File: config.mk
export PLATFORM = sky130hd
export DESIGN_NAME = shift_add_multiplier_4_flat
export DESIGN_NICKNAME = d
export VERILOG_FILES = /design/src/rtl/shift_add_multiplier_4_pkg.sv /design/src/rtl/shift_add_multiplier_4_if.sv /design/src/rtl/ripple_carry_adder_4.sv /design/src/rtl/shift_add_multiplier_4.sv /design/src/flat_wrapper.sv
export SDC_FILE = /design/constraint.sdc
export NUM_CORES = 1
export LEC_CHECK = 0
export CAP_MARGIN = 0
export CORE_AREA = 2 2 55 96
export DETAILED_ROUTE_END_ITERATION = 8
export DIE_AREA = 0 0 57 98
export GPL_ROUTABILITY_DRIVEN = 0
export SKIP_CTS_REPAIR_TIMING = 1
export SYNTH_ARGS = -nofsm -noshare
export SYNTH_HDL_FRONTEND = slang
export SYNTH_HIERARCHICAL = 1
export SYNTH_SLANG_ARGS = --single-unit
File: constraint.sdc
create_clock -name i_clk -period 3.4 [get_ports i_clk]
set_clock_uncertainty 0.15 [all_clocks]
set_input_delay 1.02 -clock i_clk [delete_from_list [all_inputs] [get_ports i_clk]]
set_output_delay 1.02 -clock i_clk [all_outputs]
set_load 0.01 [all_outputs]
File: src/rtl/shift_add_multiplier_4_pkg.sv
// Shared types and constants for the 4x4 shift-and-add multiplier.
package mult_pkg;

    typedef enum logic [1:0] {
        IDLE,
        RUN,
        DONE
    } mult_state_t;

    localparam int MULT_WIDTH  = 4;
    localparam int MULT_STEPS  = 4;
    localparam int COUNT_WIDTH = 2;

endpackage : mult_pkg

File: src/rtl/shift_add_multiplier_4_if.sv
// Start/done handshake and operand/result bus of the multiplier.
interface shift_add_multiplier_4_if;
    import mult_pkg::*;

    logic                      i_start;
    logic [MULT_WIDTH-1:0]     i_a;
    logic [MULT_WIDTH-1:0]     i_b;
    logic                      o_busy;
    logic                      o_done;
    logic [2*MULT_WIDTH-1:0]   o_product;

    // Issuing side: drives operands and start, observes status and result.
    modport master (
        output i_start, i_a, i_b,
        input  o_busy, o_done, o_product
    );

    // Multiplier side.
    modport slave (
        input  i_start, i_a, i_b,
        output o_busy, o_done, o_product
    );

endinterface : shift_add_multiplier_4_if

File: src/rtl/ripple_carry_adder_4.sv
// 4-bit ripple-carry adder built from a chain of full adders.
module ripple_carry_adder_4 (
    input  logic [3:0] i_a,
    input  logic [3:0] i_b,
    input  logic       i_carry_in,
    output logic [3:0] o_sum,
    output logic       o_carry_out
);

    logic [4:0] carry;

    assign carry[0] = i_carry_in;

    for (genvar i = 0; i < 4; i++) begin : g_fa
        assign o_sum[i]   = i_a[i] ^ i_b[i] ^ carry[i];
        assign carry[i+1] = (i_a[i] & i_b[i]) | (carry[i] & (i_a[i] ^ i_b[i]));
    end

    assign o_carry_out = carry[4];

endmodule : ripple_carry_adder_4

File: src/rtl/shift_add_multiplier_4.sv
// Sequential 4x4 unsigned shift-and-add multiplier: one add-and-shift step
// per clock for four clocks, registered 8-bit product with start/done pulse.
module shift_add_multiplier_4
    import mult_pkg::*;
(
    input  logic                      i_clk,
    input  logic                      i_rst_n,
    shift_add_multiplier_4_if.slave   bus
);

    mult_state_t              state_q, state_d;
    logic [COUNT_WIDTH-1:0]   count_q, count_d;
    // The working register is architecturally P[8:0], but P[8] is zero after
    // every step (the product never exceeds 225), so only P[7:0] is stored.
    logic [2*MULT_WIDTH-1:0]  p_q, p_d;
    logic [MULT_WIDTH-1:0]    m_q, m_d;
    logic [2*MULT_WIDTH-1:0]  product_q, product_d;
    logic                     done_q, done_d;

    logic [MULT_WIDTH-1:0]    addend;
    logic [MULT_WIDTH-1:0]    sum;
    logic                     carry;

    // Add the multiplicand into the upper half only when the multiplier LSB is set.
    assign addend = p_q[0] ? m_q : '0;

    ripple_carry_adder_4 u_adder (
        .i_a         (p_q[7:4]),
        .i_b         (addend),
        .i_carry_in  (1'b0),
        .o_sum       (sum),
        .o_carry_out (carry)
    );

    // Next-state, accept and add-and-shift step logic.
    always_comb begin
        // NOTE: every signal gets a default first so no path leaves it unassigned (no latch).
        state_d   = state_q;
        count_d   = count_q;
        p_d       = p_q;
        m_d       = m_q;
        product_d = product_q;
        done_d    = 1'b0;

        unique case (state_q)
            IDLE, DONE: begin
                if (bus.i_start) begin
                    m_d     = bus.i_a;
                    p_d     = {{MULT_WIDTH{1'b0}}, bus.i_b};
                    count_d = '0;
                    state_d = RUN;
                end else begin
                    state_d = IDLE;
                end
            end
            RUN: begin
                // Carry-out lands in P[7] as the whole register shifts right.
                p_d     = {carry, sum, p_q[3:1]};
                count_d = count_q + 1'b1;
                if (count_q == COUNT_WIDTH'(MULT_STEPS - 1)) begin
                    product_d = {carry, sum, p_q[3:1]};
                    done_d    = 1'b1;
                    state_d   = DONE;
                end
            end
            default: begin
                state_d = IDLE;
            end
        endcase
    end

    // State and datapath registers with synchronous active-low reset.
    always_ff @(posedge i_clk) begin
        // NOTE: all datapath registers are reset too, so a partial result is discarded.
        if (!i_rst_n) begin
            state_q   <= IDLE;
            count_q   <= '0;
            p_q       <= '0;
            m_q       <= '0;
            product_q <= '0;
            done_q    <= 1'b0;
        end else begin
            // NOTE: non-blocking so every register samples pre-edge values.
            state_q   <= state_d;
            count_q   <= count_d;
            p_q       <= p_d;
            m_q       <= m_d;
            product_q <= product_d;
            done_q    <= done_d;
        end
    end

    assign bus.o_busy    = (state_q == RUN);
    assign bus.o_done    = done_q;
    assign bus.o_product = product_q;

endmodule : shift_add_multiplier_4

File: src/flat_wrapper.sv
// flat-port wrapper written by rule: the top's interface ports become plain ports
module shift_add_multiplier_4_flat import mult_pkg::*;
  (i_clk, i_rst_n, bus_i_start, bus_i_a, bus_i_b, bus_o_busy, bus_o_done, bus_o_product);
  shift_add_multiplier_4_if bus_i ();
  input  logic i_clk;
  input  logic i_rst_n;
  input wire logic [$bits(bus_i.i_start)-1:0] bus_i_start;
  input wire logic [$bits(bus_i.i_a)-1:0] bus_i_a;
  input wire logic [$bits(bus_i.i_b)-1:0] bus_i_b;
  output wire logic [$bits(bus_i.o_busy)-1:0] bus_o_busy;
  output wire logic [$bits(bus_i.o_done)-1:0] bus_o_done;
  output wire logic [$bits(bus_i.o_product)-1:0] bus_o_product;
  assign bus_i.i_start = bus_i_start;
  assign bus_i.i_a = bus_i_a;
  assign bus_i.i_b = bus_i_b;
  assign bus_o_busy = bus_i.o_busy;
  assign bus_o_done = bus_i.o_done;
  assign bus_o_product = bus_i.o_product;
  shift_add_multiplier_4 u_core (.i_clk(i_clk), .i_rst_n(i_rst_n), .bus(bus_i));
endmodule
==> results of run 1 <==
registers in the layout (all words and copies together) (netlist names):
| register | cells |
|---|---|
| u_core/bus.o_product | 8 |
| u_core/p_q | 8 |
| u_core/m_q | 4 |
| u_core/count_q | 2 |
| u_core/state_q | 2 |
| u_core/bus.o_done | 1 |
worst max path at each step:
stage	end	slack, ps	depth (start not counted)
2_1_floorplan	u_core/bus.o_product[6]$_SDFFE_PN0P_	1040	11
3_3_place_gp	u_core/p_q[3]$_SDFFE_PN0P_	820	3
3_5_place_dp	u_core/m_q[3]$_SDFFE_PN0P_	800	4
4_1_cts	bus_o_busy	870	3
5_1_grt	u_core/bus.o_product[6]$_SDFFE_PN0P_	750	11
6_report	bus_o_busy	890	3
per-layer routing:
layer | up-vias | global-route usage (%) | share of wire [%] | routed length [µm]
met1 | 418 | 9.59 | 39 | 868
met3 | 2 | 0.927 | 2.4 | 54
li1 | 461 | - | - | -
met2 | 13 | 15.3 | 56 | 1240
met5 | - | 0 | 0 | 0
met4 | 0 | 4.83 | 2.2 | 48
power breakdown:
group / internal, mW / switching (mW) / total (mW)
Sequential: 0.303 / 0.00697 / 0.310
Clock: 0.0835 / 0.0868 / 0.170
Combinational: 0.0288 / 0.0323 / 0.0610
logic make-up (layout without fill, tap and decap cells):
group	Yosys count	in the layout	share of synthesized area [%]
other	1	1	0.324
DFF	25	25	43.2
and+or+nand+nor	55	55	23.0
adders and majority gates	5	5	8.00
buffers and inverters	19	37	8.76
AOI/OAI and AO/OA	27	27	16.6
final cells by class:
cell class | count | area, µm² | area share [%]
multi-input cells | 88 | 556 | 38.8
flip-flops and latches | 25 | 500 | 35.0
repair buffers | 22 | 215 | 15.0
well taps | 54 | 67.6 | 4.72
inverters | 11 | 46.3 | 3.24
clock buffers | 4 | 45.0 | 3.15
cell usage in the layout, fill, tap and decap left out:
master,netlist,final
a21boi_0,9,9
a21boi_1,6,6
a21boi_2,2,2
a31oi_1,4,4
and2_1,5,5
and3_1,3,3
buf_4,2,2
clkbuf_1,2,1
clkbuf_8,0,3
clkdlybuf4s50_1,0,20
clkinv_4,1,1
conb_1,1,1
dfxtp_1,25,25
fa_1,4,4
ha_1,1,1
inv_1,10,10
nand2_1,29,29
nand2b_1,1,1
nand2b_2,1,1
nand3_1,11,11
nand3_2,2,2
nand3b_1,1,1
nor2_1,1,1
nor2b_1,1,1
o21a_1,1,1
o21ai_0,5,5
per-stage QoR:
| step | hold slack [ps] | total power, mW | utilization, % | area [µm²] |
|---|---|---|---|---|
| after floorplan | 280 | 0.358 | - | 1160 |
| after global placement | 290 | 0.379 | 28.6 | 1390 |
| after detailed placement | 299 | 0.379 | 28.6 | 1390 |
| after CTS | 311 | 0.553 | 29.5 | 1430 |
| after global routing | 331 | 0.579 | 29.5 | 1430 |
| final | 308 | 0.541 | 29.5 | 1430 |
critical path: stages (launching register included):
cell and delay (ps):
dfxtp_1 370, nand2b_1 130, clkinv_4 60, clkdlybuf4s50_1 520
==> flow_summary.json, run 1 <==
{
  "status": "completed",
  "yosys-top-cells-count": "29 x nand2_1, 25 x dfxtp_1, 11 x nand3_1, 10 x inv_1, 9 x a21boi_0",
  "p_leak_nw": 0.522,
  "instances_no_fill": 204,
  "io_buffers": 20,
  "syn-num-nets": 148,
  "min_period_over_period_pct": 73.9,
  "fmaxAchievable_mhz": 398,
  "syn_inst": 132,
  "cp_max_fo": 4,
  "tightest_slew_ps": 707,
  "nets": 167,
  "initial_core_util_pct": 23.9,
  "drive_gt1_share_pct": 7.33,
  "yosysMostFrequentCell": "nand2_1",
  "rows": 34,
  "rsz0062_at_grt": "false",
  "drv_cap": 0,
  "cp.required_ps": 2230,
  "r2r_start": "u_core/p_q[0]$_SDFFE_PN0P_",
  "ys_ff_latch": 25,
  "dp_slack_ps": 804,
  "synth.area.top_cells": "dfxtp_1 43%, nand2_1 9.4%, fa_1 6.9%",
  "r2r_slack_ps": 900,
  "die_y_um": 98,
  "synth_top_area_cell": "dfxtp_1",
  "ant_nets": 0,
  "diodes": 0,
  "post-place-cells": 200,
  "cts_sinks": 25,
  "drtPass1Iterations": 4,
  "start_kind": "flop",
  "core_um2": 4850,
  "drt-initial-drc-count": 8,
  "p_per_area_nw_per_um2": 379,
  "whs_endpoint": "u_core/m_q[1]$_SDFFE_PN0P_",
  "n_fill_cell": 551,
  "ys_warn_count": 6,
  "hold_path.class": "flop to flop",
  "path_class": "flop to output pin",
  "cts_buffers": 3,
  "min_from": "u_core/m_q[1]$_SDFFE_PN0P_",
  "finalSetupViolCount": 0,
  "final-max-slew-violation-count": 0,
  "reg2reg_depth": 11,
  "synth.distinct_cells": 26,
  "synth_ff_type": "dfxtp_1",
  "cp-end-kind": "output pin",
  "final_hold_viol_count": 0,
  "synth_edf_count": 0,
  "wl_per_cell_um": 10.8,
  "antenna_found_initial": 0,
  "cp-startpoint": "u_core/state_q[0]$_SDFFE_PN0P_",
  "cts_tree": "built",
  "vias_per_cell": 4.38,
  "first_global_vias": 834,
  "ios": 21,
  "num_vias": 894,
  "area_delta_synth_final_pct": 23.6,
  "yosys.area.top_type_share_pct": 43.2,
  "relSlewSlack_pct": 52.7,
  "reg2reg_to": "u_core/bus.o_product[6]$_SDFFE_PN0P_",
  "dp_hpwl_um": 1660,
  "fin_ws_ps": 889,
  "die-area_um2": 5590,
  "overflow": 0,
  "drc_errors": 0,
  "cts_max_level": 1,
  "clock_latency_ps": 260,
  "synthesis.area_um2": 1160,
  "grt_max_degree": 26,
  "finalSetupTns_ps": 0,
  "whs_path_depth": 2,
  "routed_wl_um": 2210,
  "clock_path_buffers": 2,
  "max-vdd-ir-drop_mv": 0.173,
  "crit_arrival_ps": 1340,
  "async_flop_share_pct": 0,
  "ys_seq_area_share_pct": 43.2,
  "clk_pin_slew_worst_paths_ps": 80,
  "clock-root-buffer": "clkbuf_8",
  "grt_pass1_wl_um": 3830,
  "grt_use_total_pct": 8.59,
  "syn_area_per_cell_um2": 8.77,
  "finalCriticalPeriod_ps": 2510,
  "die_x_um": 57
}
No activity file was read; power rests on OpenSTA's default activity.
==> run 2: changes to the inputs <==
==> constraint.sdc (replaced) <==
create_clock -name i_clk -period 2.4 [get_ports i_clk]
set_clock_uncertainty 0.15 [all_clocks]
set_input_delay 0.72 -clock i_clk [delete_from_list [all_inputs] [get_ports i_clk]]
set_output_delay 0.72 -clock i_clk [all_outputs]
set_load 0.01 [all_outputs]
==> flow_summary.json, run 2 (synthesis results as in run 1) <==
{
  "finalCriticalPeriod_ps": 2330,
  "crit_path_end": "u_core/p_q[6]$_SDFFE_PN0P_",
  "routed_wl_um": 2330,
  "drv_cap": 0,
  "r2r_start": "u_core/p_q[0]$_SDFFE_PN0P_",
  "ios": 21,
  "crit_arrival_ps": 2380,
  "hold_ws_ps": 308,
  "clock_latency_ps": 260,
  "clk_pin_slew_worst_paths_ps": 90,
  "instances_no_fill": 212,
  "initial_core_util_pct": 23.9,
  "rsz0062_at_grt": "true",
  "clock-root-buffer": "clkbuf_8",
  "die-area_um2": 5590,
  "p_per_area_nw_per_um2": 523,
  "finalSetupTns_ps": 0,
  "grt_max_degree": 17,
  "drtPass1Iterations": 4,
  "final_hold_viol_count": 0,
  "final-max-slew-violation-count": 0,
  "drive_gt1_share_pct": 17.1,
  "antenna_found_initial": 0,
  "die_x_um": 57,
  "status": "completed",
  "grt_pass1_wl_um": 4060,
  "multiInputGateArea_um2": 563,
  "cts_tree": "built",
  "cts_buffers": 3,
  "start_kind": "flop",
  "overflow": 0,
  "vias_per_cell": 4.28,
  "drc_errors": 0,
  "whs_path_depth": 2,
  "nets": 175,
  "post-place-cells": 205,
  "n_fill_cell": 550,
  "dp_hpwl_um": 1830,
  "dp_slack_ps": -36.5,
  "max-vdd-ir-drop_mv": 0.229,
  "r2r_slack_ps": 70,
  "cts_sinks": 25,
  "cp_max_fo": 2,
  "io_buffers": 20,
  "core_um2": 4850,
  "hold_path.class": "flop to flop",
  "fmaxAchievable_mhz": 429,
  "wl_per_cell_um": 11.0,
  "final_cell_mix": "29 x nand2_1, 24 x dfxtp_1, 20 x clkdlybuf4s50_1",
  "drt-initial-drc-count": 12,
  "ant_nets": 0,
  "cp-end-kind": "flop",
  "area_delta_synth_final_pct": 29.6,
  "num_vias": 907,
  "clock_path_buffers": 2,
  "cts_max_level": 1,
  "cp-startpoint": "u_core/p_q[0]$_SDFFE_PN0P_",
  "rows": 34,
  "finalSetupViolCount": 0,
  "first_global_vias": 924,
  "diodes": 0,
  "grt_use_total_pct": 9.24,
  "min_period_over_period_pct": 97.1,
  "reg2reg_depth": 11,
  "fin_ws_ps": 70.0,
  "cp.required_ps": 2450,
  "reg2reg_to": "u_core/p_q[6]$_SDFFE_PN0P_",
  "p_leak_nw": 0.561,
  "path_class": "flop to flop",
  "die_y_um": 98,
  "register_area_um2": 502,
  "layout_commonest_cell": "nand2_1"
}
## run 2: cell types whose count changed in the layout (fill, tap and decap cells not counted), moves of 2 or more
cell   previous run  this run
buf_4             2        10
inv_1            10         7
inv_2             0         3
fa_1              4         2
fa_2              0         2
## run 2: final cells by class
cell class | count | share of cell area, %
Multi-Input combinational cell | 88 | 37.5
Sequential cell | 25 | 33.4
Timing Repair Buffer | 30 | 18.3
Tap cell | 54 | 4.50
Inverter | 11 | 3.09
Clock buffer | 3 | 2.75
Clock inverter | 1 | 0.334
## run 2: through the flow
step / total power, mW / utilization (%) / cell area, µm²
4_1_cts: 0.795 / 30.3 / 1470
6_report: 0.785 / 30.9 / 1500
3_3_place_gp: 0.544 / 29.3 / 1420
2_1_floorplan: 0.507 / - / 1160
3_5_place_dp: 0.545 / 29.3 / 1420
5_1_grt: 0.833 / 30.9 / 1500
## run 2: how the worst min path moves through the flow
| stage | start | slack (ps) | end |
|---|---|---|---|
| 2_1_floorplan | u_core/m_q[1]$_SDFFE_PN0P_ | 280 | u_core/m_q[1]$_SDFFE_PN0P_ |
| 3_3_place_gp | u_core/m_q[1]$_SDFFE_PN0P_ | 290 | u_core/m_q[1]$_SDFFE_PN0P_ |
| 3_5_place_dp | u_core/m_q[1]$_SDFFE_PN0P_ | 300 | u_core/m_q[1]$_SDFFE_PN0P_ |
| 4_1_cts | u_core/m_q[1]$_SDFFE_PN0P_ | 310 | u_core/m_q[1]$_SDFFE_PN0P_ |
| 5_1_grt | u_core/bus.o_product[6]$_SDFFE_PN0P_ | 340 | u_core/bus.o_product[6]$_SDFFE_PN0P_ |
| 6_report | u_core/m_q[1]$_SDFFE_PN0P_ | 310 | u_core/m_q[1]$_SDFFE_PN0P_ |
## run 2: metal layers
| metal | wire (µm) | vias to the layer above | global-route usage [%] |
|---|---|---|---|
| li1 | - | 477 | - |
| met1 | 917 | 417 | 9.44 |
| met2 | 1330 | 11 | 17.1 |
| met3 | 46 | 2 | 1.32 |
| met4 | 40 | 0 | 5.37 |
| met5 | 0 | - | 0 |
## run 2: critical path, stage by stage, from the launching register on
cell and delay [ps]:
dfxtp_2 330, and2_4 150, fa_2 350, inv_2 60
fa_1 150, inv_1 50, fa_2 330, inv_2 60
fa_1 420, inv_2 70, nand2_1 40, a21boi_1 110
## run 2: power by group
part           switching (mW)  internal [mW]  total, mW
Combinational          0.0506         0.0517      0.102
Clock                   0.128          0.116      0.244
Sequential            0.00875          0.430      0.438
Total                   0.187          0.597      0.785
